**src/rtl/button_debounce.sv**
```systemverilog
// rtl/button_debounce.sv - per-lane synchronizer, debounce filter and press/release/long event generator
// Optional long-hold detection is enabled by defining LONG_PRESS_EN.
module button_debounce #(
  parameter int NUM_BUTTONS     = 3,
  parameter int DEBOUNCE_CYCLES = 120_000,
  parameter int LONG_CYCLES     = 12_000_000
) (
  input  logic                   clk,
  input  logic                   rst_ni,
  input  logic [NUM_BUTTONS-1:0] button_i,
  output logic [NUM_BUTTONS-1:0] pressed_o,
  output logic [NUM_BUTTONS-1:0] press_o,
  output logic [NUM_BUTTONS-1:0] release_o,
  output logic [NUM_BUTTONS-1:0] long_o
);

  localparam int CW = $clog2(DEBOUNCE_CYCLES);
  localparam logic [CW-1:0] CntMax = CW'(DEBOUNCE_CYCLES - 1);

  // Raw pad levels are active-low; the synchronizer idles at 1 (released).
  logic [NUM_BUTTONS-1:0] sync1_q, sync2_q;
  logic [CW-1:0]          cnt_q [NUM_BUTTONS];
  logic [CW-1:0]          cnt_d [NUM_BUTTONS];
  // pressed_q is the inverted accepted (stable) level, so stable = ~pressed_q.
  logic [NUM_BUTTONS-1:0] pressed_q, pressed_d;
  logic [NUM_BUTTONS-1:0] press_q, press_d;
  logic [NUM_BUTTONS-1:0] release_q, release_d;

  // Two-flop synchronizer per lane
  always_ff @(posedge clk or negedge rst_ni) begin
    if (!rst_ni) begin
      sync1_q <= '1;
      sync2_q <= '1;
    end else begin
      sync1_q <= button_i;
      sync2_q <= sync1_q;
    end
  end

  // Consecutive-sample filter: any sample matching the stable level restarts the count
  always_comb begin
    cnt_d     = cnt_q;
    pressed_d = pressed_q;
    press_d   = '0;
    release_d = '0;
    for (int i = 0; i < NUM_BUTTONS; i++) begin
      if (sync2_q[i] == ~pressed_q[i]) begin
        cnt_d[i] = '0;
      end else if (cnt_q[i] == CntMax) begin
        cnt_d[i]     = '0;
        pressed_d[i] = ~sync2_q[i];
        press_d[i]   = ~sync2_q[i];
        release_d[i] = sync2_q[i];
      end else begin
        cnt_d[i] = cnt_q[i] + CW'(1);
      end
    end
  end

  // Filter state and registered event outputs
  always_ff @(posedge clk or negedge rst_ni) begin
    if (!rst_ni) begin
      for (int i = 0; i < NUM_BUTTONS; i++) cnt_q[i] <= '0;
      pressed_q <= '0;
      press_q   <= '0;
      release_q <= '0;
    end else begin
      cnt_q     <= cnt_d;
      pressed_q <= pressed_d;
      press_q   <= press_d;
      release_q <= release_d;
    end
  end

  assign pressed_o = pressed_q;
  assign press_o   = press_q;
  assign release_o = release_q;

`ifdef LONG_PRESS_EN
  localparam int HW = $clog2(LONG_CYCLES + 1);
  localparam logic [HW-1:0] HoldSat  = HW'(LONG_CYCLES);
  localparam logic [HW-1:0] HoldFire = HW'(LONG_CYCLES - 1);

  logic [HW-1:0]          hold_q [NUM_BUTTONS];
  logic [HW-1:0]          hold_d [NUM_BUTTONS];
  logic [NUM_BUTTONS-1:0] long_q, long_d;

  // Hold counter saturates past the fire point so long_o pulses once per press
  always_comb begin
    hold_d = hold_q;
    long_d = '0;
    for (int i = 0; i < NUM_BUTTONS; i++) begin
      if (!pressed_q[i]) begin
        hold_d[i] = '0;
      end else if (hold_q[i] != HoldSat) begin
        hold_d[i] = hold_q[i] + HW'(1);
      end
      long_d[i] = (hold_q[i] == HoldFire);
    end
  end

  // Hold counters and long-press pulse register
  always_ff @(posedge clk or negedge rst_ni) begin
    if (!rst_ni) begin
      for (int i = 0; i < NUM_BUTTONS; i++) hold_q[i] <= '0;
      long_q <= '0;
    end else begin
      hold_q <= hold_d;
      long_q <= long_d;
    end
  end

  assign long_o = long_q;
`else
  // Feature disabled: the constant-false term keeps LONG_CYCLES referenced.
  assign long_o = {NUM_BUTTONS{LONG_CYCLES < 0}};
`endif

endmodule

```
**config.mk**
```make
export PLATFORM = sky130hd
export DESIGN_NAME = button_debounce
export DESIGN_NICKNAME = d
export VERILOG_FILES = /design/src/rtl/button_debounce.sv
export SDC_FILE = /design/constraint.sdc
export NUM_CORES = 1
export LEC_CHECK = 0
export CAP_MARGIN = 20
export CORE_MARGIN = 4
export CORE_UTILIZATION = 53
export DETAILED_ROUTE_END_ITERATION = 6
export PLACE_DENSITY_LB_ADDON = 0.3
export SLEW_MARGIN = 0
export SYNTH_ARGS = -nofsm -noshare
export SYNTH_HDL_FRONTEND = slang
export SYNTH_SLANG_ARGS = --single-unit
export TNS_END_PERCENT = 5
```
**constraint.sdc**
```tcl
create_clock -name clk -period 1.61 [get_ports clk]
set_input_delay 0.2415 -clock clk [delete_from_list [all_inputs] [get_ports clk]]
set_output_delay 0.2415 -clock clk [all_outputs]
set_load 0.01 [all_outputs]
```
==> flow_summary.toml, run 1 <==
[detailed_routing]
totalWireLength_um = 5630
avgRoutedWirePerCell_um = 14.0
wl_met3_um = 258
firstDrtPassIters = 4
vias = 2186
drc = 0
vias_per_cell = 5.44
wl_met2_um = 2570
drt-met1-wl_um = 2710
postRouteAntennaNets = 0
highest_layer = "met4"
drt_iter0_markers = 111

[min_path]
hp-class = "primary input to flop"

[clock_network]
clk_pin_slew_ns = 0.07
clock_latency_ns = 0.34
root_buffer = "clkbuf_8"
clockBufferDepth = 2
cts_tree = "built"
numCtsBuffers = 9
clkSinkCount = 66
htree_levels = 3
post_cts_buffers = 0

[setup_path]
worst-setup-path-type = "flop to flop"
worstPathRequired_ns = 1.88
critPathCaptureType = "flop"
critPathArrivalTime_ns = 1.83
startpoint_type = "flop"
path_max_fanout = 2

[sta]
rsz0062_at_grt = "true"
whs_ns = 0.302
setup_tns_ns = 0
period_share = 0.970
maxSlewViolCount = 0
setup_viol = 0
fin_ws_ns = 0.0486
final_hold_viol_count = 0
fin_skew_ns = 0.0133
period_minus_slack_ns = 1.56
fmax_mhz = 640

[grt]
grt_pass1_wl_um = 10500
antenna_found_initial = 0
grt_pass1_vias = 2221
grt_max_degree = 32
overflow = 0
track_usage = 0.185

[floorplan]
die_h_um = 83.9
start_util = 0.551
io_pins = 17
core_um2 = 5540
chipWidth_um = 83.9
die-area_um2 = 7040
fp-row-count = 27

[flow_run]
maxCapViolations = 0

[pwr]
clkPwrFrac = 0.425
p_int_mw = 2.50
peakVddDrop_mv = 0.564
pwr-share-seq = 0.529
finalPower_mw = 3.24
p_comb_frac = 0.046
switching_share = 0.227
power.switching_uw = 734
power_density_nw_per_um2 = 890
p_leak_nw = 1.61

[synth]
synth_top_area_frac = 0.492
yosys_warnings = 0
syn_inst = 292
ys_ff_latch = 66
synth-main-ff-cell = "dfrtp_1"
yosysTopAreaCell = "dfrtp_1"
ys_seq_area_frac = 0.543
async_reset_ff_frac = 1.00
synth_area_leaders = "dfrtp_1 49%, xor2_1 7.5%, nor2_1 6.0%, xnor2_1 5.5%, dfstp_2 5.2%"
avgSynthCellArea_um2 = 10.5
ys_types = 33
syn_area_um2 = 3050
synth-edff-count = 0

[place]
dp_hpwl_um = 3810
post-place-ws_ns = 0.0602
port_buffers = 13
place.gp.congestion = 0.833

[cells_and_area]
nNetsFinal = 333
drive_gt1_frac = 0.170
antenna_cells = 0
area_delta_synth_final_pct = 19.2

[run_status]
outcome = "finished clean"
==> power by group through the flow <==
stage               logic [mW]  clock network, mW  registers [mW]
global placement         0.145                  0            1.74
detailed placement       0.148                  0            1.74
floorplan               0.0639                  0            1.74
CTS                      0.151               1.41            1.71
finish                   0.150               1.37            1.71
global route             0.176               1.51            1.72
==> placed cells by master, fill, tap and decap left out, drive strengths merged, types with 2 or more instances in the layout <==
cell type	count
a21oi	3
and2	3
and3	7
and4	10
and4b	2
buf	21
clkbuf	11
clkdlybuf4s50	9
clkinv	4
conb	3
dfrtp	60
dfstp	6
dlymetal6s2s	3
ha	3
nand2	20
nand3	16
nand4	22
nor2	49
nor3	8
nor4	6
nor4b	2
nor4bb	4
o21ai	5
or3	2
xnor2	19
xor2	26
==> cells by family after synthesis <==
logic type	share of synthesized area
AOI/OAI and AO/OA	0.0168
xor gates and xnor gates	0.129
adders and majority gates	0.0123
buffers and inverters	0.0254
DFF	0.543
other	0.00123
and+or+nand+nor	0.272
==> final cells by class <==
class / count / area, um^2
sequential: 66 / 1660
clock inverter: 5 / 53.8
timing repair buffer: 34 / 334
fill: 445 / 1900
tap: 72 / 90.1
clock buffer: 11 / 141
inverter: 1 / 3.75
multi-input combinational: 213 / 1350
==> per-stage QoR <==
stage          utilization  area, um^2  std cells
2_1_floorplan            -        3070        294
3_3_place_gp         0.613        3390        385
3_5_place_dp         0.613        3390        385
4_1_cts              0.650        3600        402
5_1_grt              0.657        3640        402
6_report             0.657        3640        402
==> flip-flops by register name (all words and copies together) (netlist names) <==
name / count
cnt_q: 51
press_o: 3
pressed_o: 3
release_o: 3
sync1_q: 3
sync2_q: 3
==> path summary, 6_finish.rpt <==
kind / startpoint / to / slack [ns] / depth (start not counted)
worst max-delay path: cnt_q[0] / cnt_q[16] / 0.05 / 5
worst min-delay path: button_i[2] / sync1_q[2] / 0.30 / 1
worst max register to register: cnt_q[0] / cnt_q[16] / 0.05 / 5
worst min register to register: sync1_q[2] / sync2_q[2] / 0.36 / 0
max in group asynchronous: rst_ni / sync1_q[0] / 0.66 / 3
min in group asynchronous: rst_ni / cnt_q[32] / 0.36 / 2
==> cells in the mapped netlist (2+ instances only) <==
cell	number
nand4_1	21
nand3_1	16
nor2_1	49
and2_1	3
nand2_1	20
buf_2	7
nor4bb_1	4
xor2_1	26
nor4_1	6
o21ai_0	5
clkbuf_1	3
dfstp_2	6
a21oi_1	2
and4b_1	2
dfrtp_1	60
nor3_1	8
buf_4	3
ha_1	3
and4_1	9
nor4b_1	2
xnor2_1	19
or3_1	2
and3_1	6
==> layer usage <==
| layer | track usage | up-vias |
|---|---|---|
| met5 | 0 | - |
| met4 | 0.0614 | 0 |
| met3 | 0.0652 | 10 |
| met2 | 0.268 | 44 |
| met1 | 0.259 | 1059 |
| li1 | - | 1073 |
==> critical path, cell delays in order, from the launching register on <==
cell,delay (ns)
dfrtp_1,0.36
ha_2,0.20
nand4_1,0.14
or2_1,0.25
or4_4,0.42
a21oi_2,0.13
==> what timing repair did <==
action | in CTS | in global routing
gates resized for setup | 0 | 12
endpoints found under the setup margin | 0 | 49
hold buffers | 1 | 0
hold endpoints to repair | 15 | 0
(Power assumes the default switching activity.)
==> inputs of run 2 (changes only) <==
MAX_ROUTING_LAYER = met4   (was not set)
==> run 2 against run 1 <==
Compared with the run above: combinational power barely moved; largest cell class unchanged; sequential cell count did not move; clock power barely moved; cell area did not move; worst hold slack got worse by 0.0025 ns; via count rose by 0.18%; count of clock-buffer cells in the layout did not move; non-clock buffer count did not move; sequential power barely moved; die area did not move; register-to-register slack barely moved; critical path type unchanged.
==> flow_summary.toml, run 2 (same netlist as run 1, synthesis figures left out) <==
[run_status]
outcome = "finished clean"

[floorplan]
io_pins = 17
core_um2 = 5540
die-area_um2 = 7040
chipWidth_um = 83.9
fp-row-count = 27
die_h_um = 83.9
start_util = 0.551

[pwr]
power.switching_uw = 733
pwr-share-seq = 0.529
finalPower_mw = 3.24
clkPwrFrac = 0.424
p_int_mw = 2.50
peakVddDrop_mv = 0.566
p_comb_frac = 0.046
switching_share = 0.227
power_density_nw_per_um2 = 889
p_leak_nw = 1.61

[cells_and_area]
top_register = "cnt_q"
final_util = 0.657
nFillCells = 445
nNetsFinal = 333
area_delta_synth_final_pct = 19.2
final_cell_area_um2 = 3640
antenna_cells = 0
drive_gt1_frac = 0.170
multiInputGateArea_um2 = 1350
largest_register_ffs = 51
layout_common_cells = "58 x dfrtp_1, 49 x nor2_1, 26 x xor2_1, 21 x nand4_1, 19 x xnor2_1"
layout_commonest_cell = "dfrtp_1"
seq_area_um2 = 1660

[clock_network]
clk_pin_slew_ns = 0.07
clockBufferDepth = 2
htree_levels = 3
numCtsBuffers = 9
clkSinkCount = 66
cts_tree = "built"
clock_latency_ns = 0.34
root_buffer = "clkbuf_8"
post_cts_buffers = 0

[grt]
grt_pass1_vias = 2221
grt_pass1_wl_um = 10500
track_usage = 0.190
antenna_found_initial = 0
overflow = 0
grt_max_degree = 32

[setup_path]
path_max_fanout = 2
slowest_delay_ns = 0.42
worst-setup-path-type = "flop to flop"
worstPathRequired_ns = 1.88
slowest_stage = "or4_4"
startpoint_type = "flop"
crit_path_cell_trace = "ha_2, nand4_1, or2_1, or4_4, a21oi_2"
critical_path.top_delay_family = "simple AND/OR/NAND/NOR gates"
path_buf_inv = 0
critPathArrivalTime_ns = 1.83
critPathCaptureType = "flop"

[place]
placed_area_um2 = 3390
dp_hpwl_um = 3810
port_buffers = 13
place.gp.congestion = 0.846
post-place-ws_ns = 0.0602

[detailed_routing]
firstDrtPassIters = 4
drt_iter0_markers = 116
vias = 2190
avgRoutedWirePerCell_um = 13.9
vias_per_cell = 5.45
totalWireLength_um = 5610
drc = 0
postRouteAntennaNets = 0

[flow_run]
maxCapViolations = 0

[sta]
rsz0062_at_grt = "true"
period_share = 0.970
period_minus_slack_ns = 1.56
final_hold_viol_count = 0
fmax_mhz = 641
setup_viol = 0
maxSlewViolCount = 0
fin_ws_ns = 0.0489
fin_skew_ns = 0.0103
whs_ns = 0.300

[min_path]
hp-class = "primary input to flop"
[run 2: cell counts in the layout (fill, tap and decap cells not counted)]
Identical to the previous run, type by type.
[run 2: power by group through the flow]
stage	sequential (mW)	clock, mW	combinational [mW]
6_report	1.71	1.37	0.150
5_1_grt	1.72	1.51	0.176
4_1_cts	1.71	1.41	0.151
3_5_place_dp	1.74	0	0.148
3_3_place_gp	1.74	0	0.145
2_1_floorplan	1.74	0	0.0639
[run 2: final cells by class]
| class | instances | area share |
|---|---|---|
| Timing Repair Buffer | 34 | 0.0918 |
| Clock buffer | 11 | 0.0389 |
| Multi-Input combinational cell | 213 | 0.372 |
| Inverter | 1 | 0.00103 |
| Clock inverter | 5 | 0.0148 |
| Tap cell | 72 | 0.0248 |
| Sequential cell | 66 | 0.457 |
[run 2: what timing repair did]
item	in CTS	in global routing
hold buffers	1	0
gates resized for setup	0	12
endpoints found under the hold margin	15	0
setup endpoints to repair	0	49
[run 2: final timing paths]
path                        startpoint  slack (ns)    endpoint  depth (start not counted)
setup / recovery              cnt_q[0]        0.05   cnt_q[16]                          5
hold / removal             button_i[2]        0.30  sync1_q[2]                          1
setup reg to reg              cnt_q[0]        0.05   cnt_q[16]                          5
hold reg to reg             sync1_q[2]        0.36  sync2_q[2]                          0
max in group asynchronous       rst_ni        0.66  sync1_q[0]                          3
min in group asynchronous       rst_ni        0.36   cnt_q[32]                          2
[run 2: metal layers]
| layer | vias up | global-route usage | share of wire |
|---|---|---|---|
| met5 | - | - | 0 |
| met4 | 0 | 0.0614 | 0.020 |
| met3 | 11 | 0.0652 | 0.048 |
| met2 | 39 | 0.268 | 0.45 |
| met1 | 1065 | 0.259 | 0.48 |
| li1 | 1075 | - | - |
[run 2: metrics by stage]
stage / cells / setup TNS (ns)
6_report: 402 / 0
5_1_grt: 402 / -0.0553
4_1_cts: 402 / 0
3_5_place_dp: 385 / 0
3_3_place_gp: 385 / 0
2_1_floorplan: 294 / -1.49
